[src/rtl/hs32_regfile_banked.sv]
// Banked hs32 register file: two registered read ports, one write port, same-cycle bypass,
// post-reset clear sweep. Define HS32_REG_PARITY_EN to add per-entry even parity and perr/perr_inject.
module hs32_regfile_banked #(
    parameter int DATA_W    = 32,
    parameter int AW        = 4,
    parameter int BANK_BASE = 12,
    parameter int NBANKS    = 2,
    localparam int BW       = (NBANKS > 1) ? $clog2(NBANKS) : 1
) (
    input  logic              clk,
    input  logic              reset,
    output logic              ready,
    input  logic              we,
    input  logic [AW-1:0]     wadr,
    input  logic [BW-1:0]     wbank,
    input  logic [DATA_W-1:0] din,
    input  logic              re,
    input  logic [BW-1:0]     rbank,
    input  logic [AW-1:0]     radr1,
    output logic [DATA_W-1:0] dout1,
    input  logic [AW-1:0]     radr2,
    output logic [DATA_W-1:0] dout2
`ifdef HS32_REG_PARITY_EN
    ,
    output logic              perr,
    input  logic              perr_inject
`endif
);
    localparam int NREGS = 1 << AW;
    localparam int NBK   = NREGS - BANK_BASE;
    localparam int NPHYS = BANK_BASE + NBANKS * NBK;
    localparam int PW    = (NPHYS > 1) ? $clog2(NPHYS) : 1;

    typedef enum logic {CLEAR, RUN} state_t;

    state_t          state, state_nxt;
    logic [PW-1:0]   clr_idx, clr_nxt;

    logic [DATA_W-1:0] mem [NPHYS];
`ifdef HS32_REG_PARITY_EN
    logic              par_mem [NPHYS];
    logic              wr_par;
`endif

    logic              wr_en;
    logic [PW-1:0]     wr_idx;
    logic [DATA_W-1:0] wr_data;
    logic [PW-1:0]     p_w, p_1, p_2;
    logic              rd_go, byp1, byp2;

    // Out-of-range bank numbers fall back to bank 0.
    function automatic logic [PW-1:0] phys(input logic [AW-1:0] a, input logic [BW-1:0] b);
        int bi;
        int p;
        bi = (int'(b) >= NBANKS) ? 0 : int'(b);
        if (int'(a) < BANK_BASE)
            p = int'(a);
        else
            p = BANK_BASE + bi * NBK + (int'(a) - BANK_BASE);
        return PW'(p);
    endfunction

    assign p_w   = phys(wadr, wbank);
    assign p_1   = phys(radr1, rbank);
    assign p_2   = phys(radr2, rbank);
    assign ready = (state == RUN);
    assign rd_go = ready && re;
    assign byp1  = we && (p_1 == p_w);
    assign byp2  = we && (p_2 == p_w);

    always_ff @(posedge clk or negedge reset) begin
        if (!reset) begin
            state   <= CLEAR;
            clr_idx <= '0;
        end else begin
            state   <= state_nxt;
            clr_idx <= clr_nxt;
        end
    end

    always_comb begin
        state_nxt = state;
        clr_nxt   = clr_idx;
        wr_en     = 1'b0;
        wr_idx    = p_w;
        wr_data   = din;
`ifdef HS32_REG_PARITY_EN
        wr_par    = (^din) ^ perr_inject;
`endif
        case (state)
            CLEAR: begin
                wr_en   = 1'b1;
                wr_idx  = clr_idx;
                wr_data = '0;
`ifdef HS32_REG_PARITY_EN
                wr_par  = 1'b0;
`endif
                if (clr_idx == PW'(NPHYS - 1)) begin
                    state_nxt = RUN;
                    clr_nxt   = '0;
                end else begin
                    clr_nxt = clr_idx + 1'b1;
                end
            end
            RUN: wr_en = we;
            default: state_nxt = CLEAR;
        endcase
    end

    // Array has no reset so it maps to plain RAM; gating with reset drops a write on the reset edge.
    always_ff @(posedge clk) begin
        if (wr_en && reset) begin
            mem[wr_idx]     <= wr_data;
`ifdef HS32_REG_PARITY_EN
            par_mem[wr_idx] <= wr_par;
`endif
        end
    end

    always_ff @(posedge clk or negedge reset) begin
        if (!reset) begin
            dout1 <= '0;
            dout2 <= '0;
`ifdef HS32_REG_PARITY_EN
            perr  <= 1'b0;
`endif
        end else if (rd_go) begin
            dout1 <= byp1 ? din : mem[p_1];
            dout2 <= byp2 ? din : mem[p_2];
`ifdef HS32_REG_PARITY_EN
            perr  <= (!byp1 && ((^mem[p_1]) != par_mem[p_1])) ||
                     (!byp2 && ((^mem[p_2]) != par_mem[p_2]));
`endif
        end
    end
endmodule

[config.mk]
export PLATFORM = sky130hd
export DESIGN_NAME = hs32_regfile_banked
export DESIGN_NICKNAME = d
export VERILOG_FILES = /design/src/rtl/hs32_regfile_banked.sv
export SDC_FILE = /design/constraint.sdc
export NUM_CORES = 1
export LEC_CHECK = 0
export CORE_ASPECT_RATIO = 1.5
export CORE_UTILIZATION = 60
export CTS_BUF_LIST = sky130_fd_sc_hd__clkbuf_2
export DETAILED_ROUTE_END_ITERATION = 8
export PLACE_DENSITY_LB_ADDON = 0.08
export SYNTH_ARGS = -nofsm -noshare
export SYNTH_HDL_FRONTEND = slang
export SYNTH_SLANG_ARGS = --single-unit
[constraint.sdc]
create_clock -name clk -period 5.7 [get_ports clk]
set_input_delay 1.14 -clock clk [delete_from_list [all_inputs] [get_ports clk]]
set_output_delay 1.14 -clock clk [all_outputs]
set_load 0.05 [all_outputs]
==> results.toml, run 1 <==
[status]
outcome = "complete, no violations"

[layout]
final_common_cell = "edfxtp_1"
area_growth_pct = 11.3
nets = 2164
drive_gt1_frac = 0.314
layout_common_cells = "640 x edfxtp_1, 320 x mux4_2, 232 x clkbuf_2"

[sta]
slew_viol_final = 0
fin_crit_ns = 4.41
rsz0062_at_grt = "false"
relSlewSlack = 0.224
worst_slew_pin_slew_ns = 1.16
fin_tns_setup_ns = 0
setup_violations = 0
fmax_ghz = 0.227
finalHoldViolations = 0
clock_skew_ns = 0.0978
finalCritPeriodShare = 0.773

[synth]
synth_ff_type = "edfxtp_1"
synthesis.area_um2 = 33100
synth_edf_count = 640
synth_nets = 1977
syn_area_per_cell_um2 = 17.3
ys_seq_area_frac = 0.633
synth_cell_types = 50
synthArstFlopShare = 0.0986
ys_ff_latch = 710
yosysWarnings = 0
synth_cells = 1918

[grt]
grt_overflow = 0
grt_use_total = 0.338
grt_max_degree = 75
top_usage_layer = "met2"
use_met2 = 0.557
use_met3 = 0.0602
grt_pass1_wl_um = 136000
grt_use_met1 = 0.441
antenna_found_initial = 3
grt_pass1_vias = 21823

[pwr]
switching_share = 0.285
p_clk_frac = 0.309
power_uw = 10600
comb_power_share = 0.143
internal_power_uw = 7600
ir_drop_mv = 0.201
p_per_area_nw_per_um2 = 288
p_seq_frac = 0.549
power.switching_uw = 3030
leakagePower_uw = 0.0123

[clock_network]
clock_latency_ns = 1.21
h-tree-depth = 4
cts_buffers = 161
postCtsSetupBuffers = 0
cts_tree = "yes"
cts_sinks = 710
clk_pin_slew_ns = 0.09
clockBufferDepth = 3
cts_root_buffer = "clkbuf_2"

[floorplan]
die_w_um = 194
die_area_um2 = 56200
initial_core_util = 0.606
core_um2 = 54700
io_pins = 115
die_y_um = 290
rows = 105

[setup_path]
crit_buf_inv = 2
end_kind = "output port"
reg2reg_depth = 4
cp.arrival_ns = 3.27
rr_endpoint = "dout1[27]"
startpoint_type = "register"
reg2reg_slack_ns = 2.17
critical-path-top-delay-family = "buffers and inverters"
critical-path-max-stage-delay_ns = 0.87
cp.required_ns = 4.56
r2r-start = "ready"
cp_slowest_cell = "clkdlybuf4s50_1"
crit_chain = "buf_4, clkdlybuf4s50_1"
critPathMaxFanout = 31
crit_type = "reg2out"

[place]
io_buffers = 114
hpwl_um = 50500
place.gp.congestion = 0.825

[drt]
via_per_inst = 6.96
dr.pass1.iters = 6
totalWireLength_um = 91900
drc_errors = 0
routedWlPerCell_um = 31.3
drtAntennaViolNets = 0
drt_iter0_drc = 2521
dr_total_vias = 20435

[hold_path]
hold_class = "in2async"

[run]
cap_violations = 0
[area by class of cell]
class	instances	area, um2
antenna	3	7.51
clock buffer	232	1160
clock inverter	62	358
fill	3740	17800
inverter	44	165
multi-input combinational	1019	11600
sequential	710	21000
tap	695	870
timing repair buffer	169	1750
[repair_timing]
action	CTS	global route
hold endpoints to repair	29	0
hold buffers	1	0
gates resized for setup	0	0
[per-stage QoR]
step	hold WS, ns	utilization	cell area [um2]	worst slack, ns	std cells
2_1_floorplan	0.467	-	33100	1.64	1918
3_3_place_gp	0.494	0.647	35400	0.939	2636
3_5_place_dp	0.515	0.647	35400	0.841	2636
4_1_cts	0.365	0.675	36900	1.20	2931
5_1_grt	0.427	0.675	36900	1.19	2933
6_report	0.480	0.675	36900	1.29	2934
[cells by family (layout without fill, tap and decap cells)]
kind of cell | count (synthesis) | count (layout) | share of synthesized area
other cells | 0 | 3 | 0
simple gates | 481 | 481 | 0.0707
xor+xnor | 9 | 9 | 0.00238
fa+ha+maj | 9 | 9 | 0.00340
compound gates | 195 | 195 | 0.0476
mux | 325 | 325 | 0.219
buf+inv | 189 | 507 | 0.0240
flops | 710 | 710 | 0.633
[worst max path at each step]
| stage | end | cells past startpoint | slack [ns] | from |
|---|---|---|---|---|
| after global placement | dout1[23] | 11 | 0.94 | radr1[3] |
| after floorplan | mem[3][0] | 8 | 1.64 | wadr[2] |
| after CTS | ready | 2 | 1.20 | ready |
| after detailed placement | dout1[6] | 11 | 0.84 | radr1[3] |
| after global routing | ready | 2 | 1.19 | ready |
| final | ready | 2 | 1.29 | ready |
[per-layer routing]
metal	up-vias	wire, um
li1	8296	-
met1	10509	31800
met2	1338	46600
met3	292	9300
met4	0	4260
met5	-	0
[registers in the layout, summed over array words and instances, names as in the netlist]
signal / count
clr_idx: 5
dout1: 32
ready: 1
dout2: 32
mem: 640
[power groups by stage]
stage	Clock, uW	Sequential (uW)	Combinational (uW)
global placement	0	5940	1490
CTS	3350	5830	1510
finish	3280	5830	1510
floorplan	0	6190	718
detailed placement	0	5940	1510
global route	3570	5840	1590
[Yosys cell counts (2+ instances only)]
| cell | number | area share |
|---|---|---|
| a31oi_1 | 33 | 0.0062 |
| a22oi_1 | 32 | 0.0072 |
| nand3_1 | 100 | 0.015 |
| a221oi_2 | 30 | 0.014 |
| a31o_1 | 2 | 0.00053 |
| buf_6 | 3 | 0.0010 |
| edfxtp_1 | 640 | 0.58 |
| clkbuf_1 | 81 | 0.0092 |
| and3_1 | 4 | 0.00075 |
| mux4_2 | 320 | 0.22 |
| buf_2 | 49 | 0.0074 |
| nor2b_1 | 6 | 0.0011 |
| nor2_1 | 88 | 0.010 |
| mux2_2 | 4 | 0.0014 |
| xor2_1 | 5 | 0.0013 |
| o21ai_0 | 8 | 0.0012 |
| inv_1 | 43 | 0.0049 |
| nand2b_1 | 99 | 0.019 |
| o2bb2ai_1 | 2 | 0.00053 |
| a221oi_1 | 34 | 0.0090 |
| a21oi_1 | 43 | 0.0065 |
| and2_1 | 35 | 0.0066 |
| ha_1 | 9 | 0.0034 |
| xnor2_1 | 4 | 0.0011 |
| nand2_1 | 135 | 0.015 |
| buf_1 | 11 | 0.0012 |
| o211ai_1 | 2 | 0.00045 |
| dfrtp_1 | 70 | 0.053 |
| nor3_1 | 5 | 0.00075 |
No activity file was read; power rests on OpenSTA's default activity.
==> run 2, diff against run 1 <==
--- a/config.mk
+++ b/config.mk
@@ -6,7 +6,7 @@
 export NUM_CORES = 1
 export LEC_CHECK = 0
 export CORE_ASPECT_RATIO = 1.5
-export CORE_UTILIZATION = 60
+export CORE_UTILIZATION = 58
 export CTS_BUF_LIST = sky130_fd_sc_hd__clkbuf_2
 export DETAILED_ROUTE_END_ITERATION = 8
 export PLACE_DENSITY_LB_ADDON = 0.08
==> constraint.sdc (replaced) <==
create_clock -name clk -period 3.6 [get_ports clk]
set_input_delay 0.72 -clock clk [delete_from_list [all_inputs] [get_ports clk]]
set_output_delay 0.72 -clock clk [all_outputs]
set_load 0.05 [all_outputs]
==> results.toml, run 2 (synthesis results as in run 1) <==
[status]
outcome = "complete, no violations"

[sta]
worst_slew_pin_slew_ns = 0.758
relSlewSlack = 0.495
fin_tns_setup_ns = 0
slew_viol_final = 0
fin_crit_ns = 3.29
finalHoldViolations = 0
clock_skew_ns = 0.0552
fmax_ghz = 0.304
finalCritPeriodShare = 0.915
setup_violations = 0
fin_hold_ws_ns = 0.102
layout_setup_ws_ns = 0.307
rsz0062_at_grt = "false"

[pwr]
p_per_area_nw_per_um2 = 439
ir_drop_mv = 0.278
leakagePower_uw = 0.0128

[layout]
layout_common_cells = "640 x edfxtp_1, 320 x mux4_2, 242 x clkbuf_2"
largest_reg_flops = 640
register_area_um2 = 21000
nets = 2240
area_growth_pct = 15.2
final_common_cell = "edfxtp_1"
fillCellCount = 3980
top_regs = "mem x640, dout1 x32, dout2 x32"
multi_input_area_um2 = 11600
instances_no_fill = 3072
top_register = "mem"
drive_gt1_frac = 0.335

[setup_path]
startpoint_type = "register"
crit_type = "reg2out"
critPathMaxFanout = 38
critical-path-max-stage-delay_ns = 0.77
reg2reg_depth = 6
critical-path-top-delay-family = "flip-flops"
cp_slowest_cell = "dfrtp_4"
cp.arrival_ns = 2.57
crit_chain = "dlygate4sd2_1"
rr_endpoint = "mem[10][21]"
end_kind = "output port"
reg2reg_slack_ns = 0.98
crit_buf_inv = 1
cp.required_ns = 2.88
r2r-start = "ready"

[floorplan]
die_area_um2 = 58100
rows = 107
initial_core_util = 0.585
die_w_um = 197
io_pins = 115
core_um2 = 56600
die_y_um = 295

[hold_path]
hold_class = "in2reg"
holdCritStartpoint = "din[3]"
worstHoldPathCells = 3
hold_end = "dout2[3]"

[drt]
routedWlPerCell_um = 30.3
drc_errors = 0
dr_total_vias = 20474
drtAntennaViolNets = 0
dr.pass1.iters = 9
via_per_inst = 6.66
totalWireLength_um = 93100
drt_iter0_drc = 1891

[grt]
grt_overflow = 0
grt_pass1_wl_um = 138000
grt_max_degree = 60
antenna_found_initial = 3
grt_use_total = 0.336
grt_pass1_vias = 21859

[clock_network]
clockBufferDepth = 3
clock_latency_ns = 1.23
cts_root_buffer = "clkbuf_2"
clk_pin_slew_ns = 0.12
cts_buffers = 162
postCtsSetupBuffers = 0
h-tree-depth = 4
cts_tree = "yes"
cts_sinks = 710

[place]
io_buffers = 114
place.gp.congestion = 0.835
dp.cells = 2777
place_ws_ns = -0.0452
hpwl_um = 55800

[run]
cap_violations = 0
run 2: power by group:
| part | internal [uW] | switching (uW) | total [uW] |
|---|---|---|---|
| registers | 9110 | 121 | 9240 |
| logic | 979 | 1540 | 2520 |
| clock network | 1920 | 3090 | 5010 |
| total | 12000 | 4760 | 16800 |
run 2: repair_timing:
item                                    in CTS  in global routing
hold endpoints to repair                    64                  0
endpoints found under the setup margin       1                  0
gates resized for setup                      2                  0
hold buffers                                 3                  0
run 2: routing by layer:
layer,up-vias,global-route usage,part of all wire,routed length (um)
li1,8473,-,-,-
met1,10646,0.435,0.36,33900
met2,1142,0.558,0.51,47700
met3,211,0.0633,0.089,8270
met4,2,0.145,0.034,3180
met5,-,0,0.00020,19
run 2: metrics by stage:
| step | area (um2) | power (uW) | util |
|---|---|---|---|
| after CTS | 38200 | 16900 | 0.674 |
| after global placement | 36700 | 11900 | 0.648 |
| after floorplan | 33100 | 10900 | - |
| after detailed placement | 36700 | 11900 | 0.648 |
| final | 38200 | 16800 | 0.674 |
| after global routing | 38200 | 17400 | 0.674 |
run 2: area by class of cell:
type,count,share of cell area
Multi-Input combinational cell,1019,0.304
Antenna cell,2,0.000131
Tap cell,763,0.0250
Timing Repair Buffer,244,0.0791
Clock inverter,48,0.00610
Sequential cell,710,0.549
Clock buffer,242,0.0317
Inverter,44,0.00433
run 2: worst max path at each step:
stage / startpoint / endpoint / slack (ns) / cells after the start
floorplan: wadr[2] / mem[3][0] / -0.04 / 8
global placement: rbank / dout2[0] / -0.001 / 12
detailed placement: rbank / dout2[0] / -0.05 / 12
CTS: ready / ready / 0.21 / 1
global route: ready / ready / 0.21 / 1
finish: ready / ready / 0.31 / 1
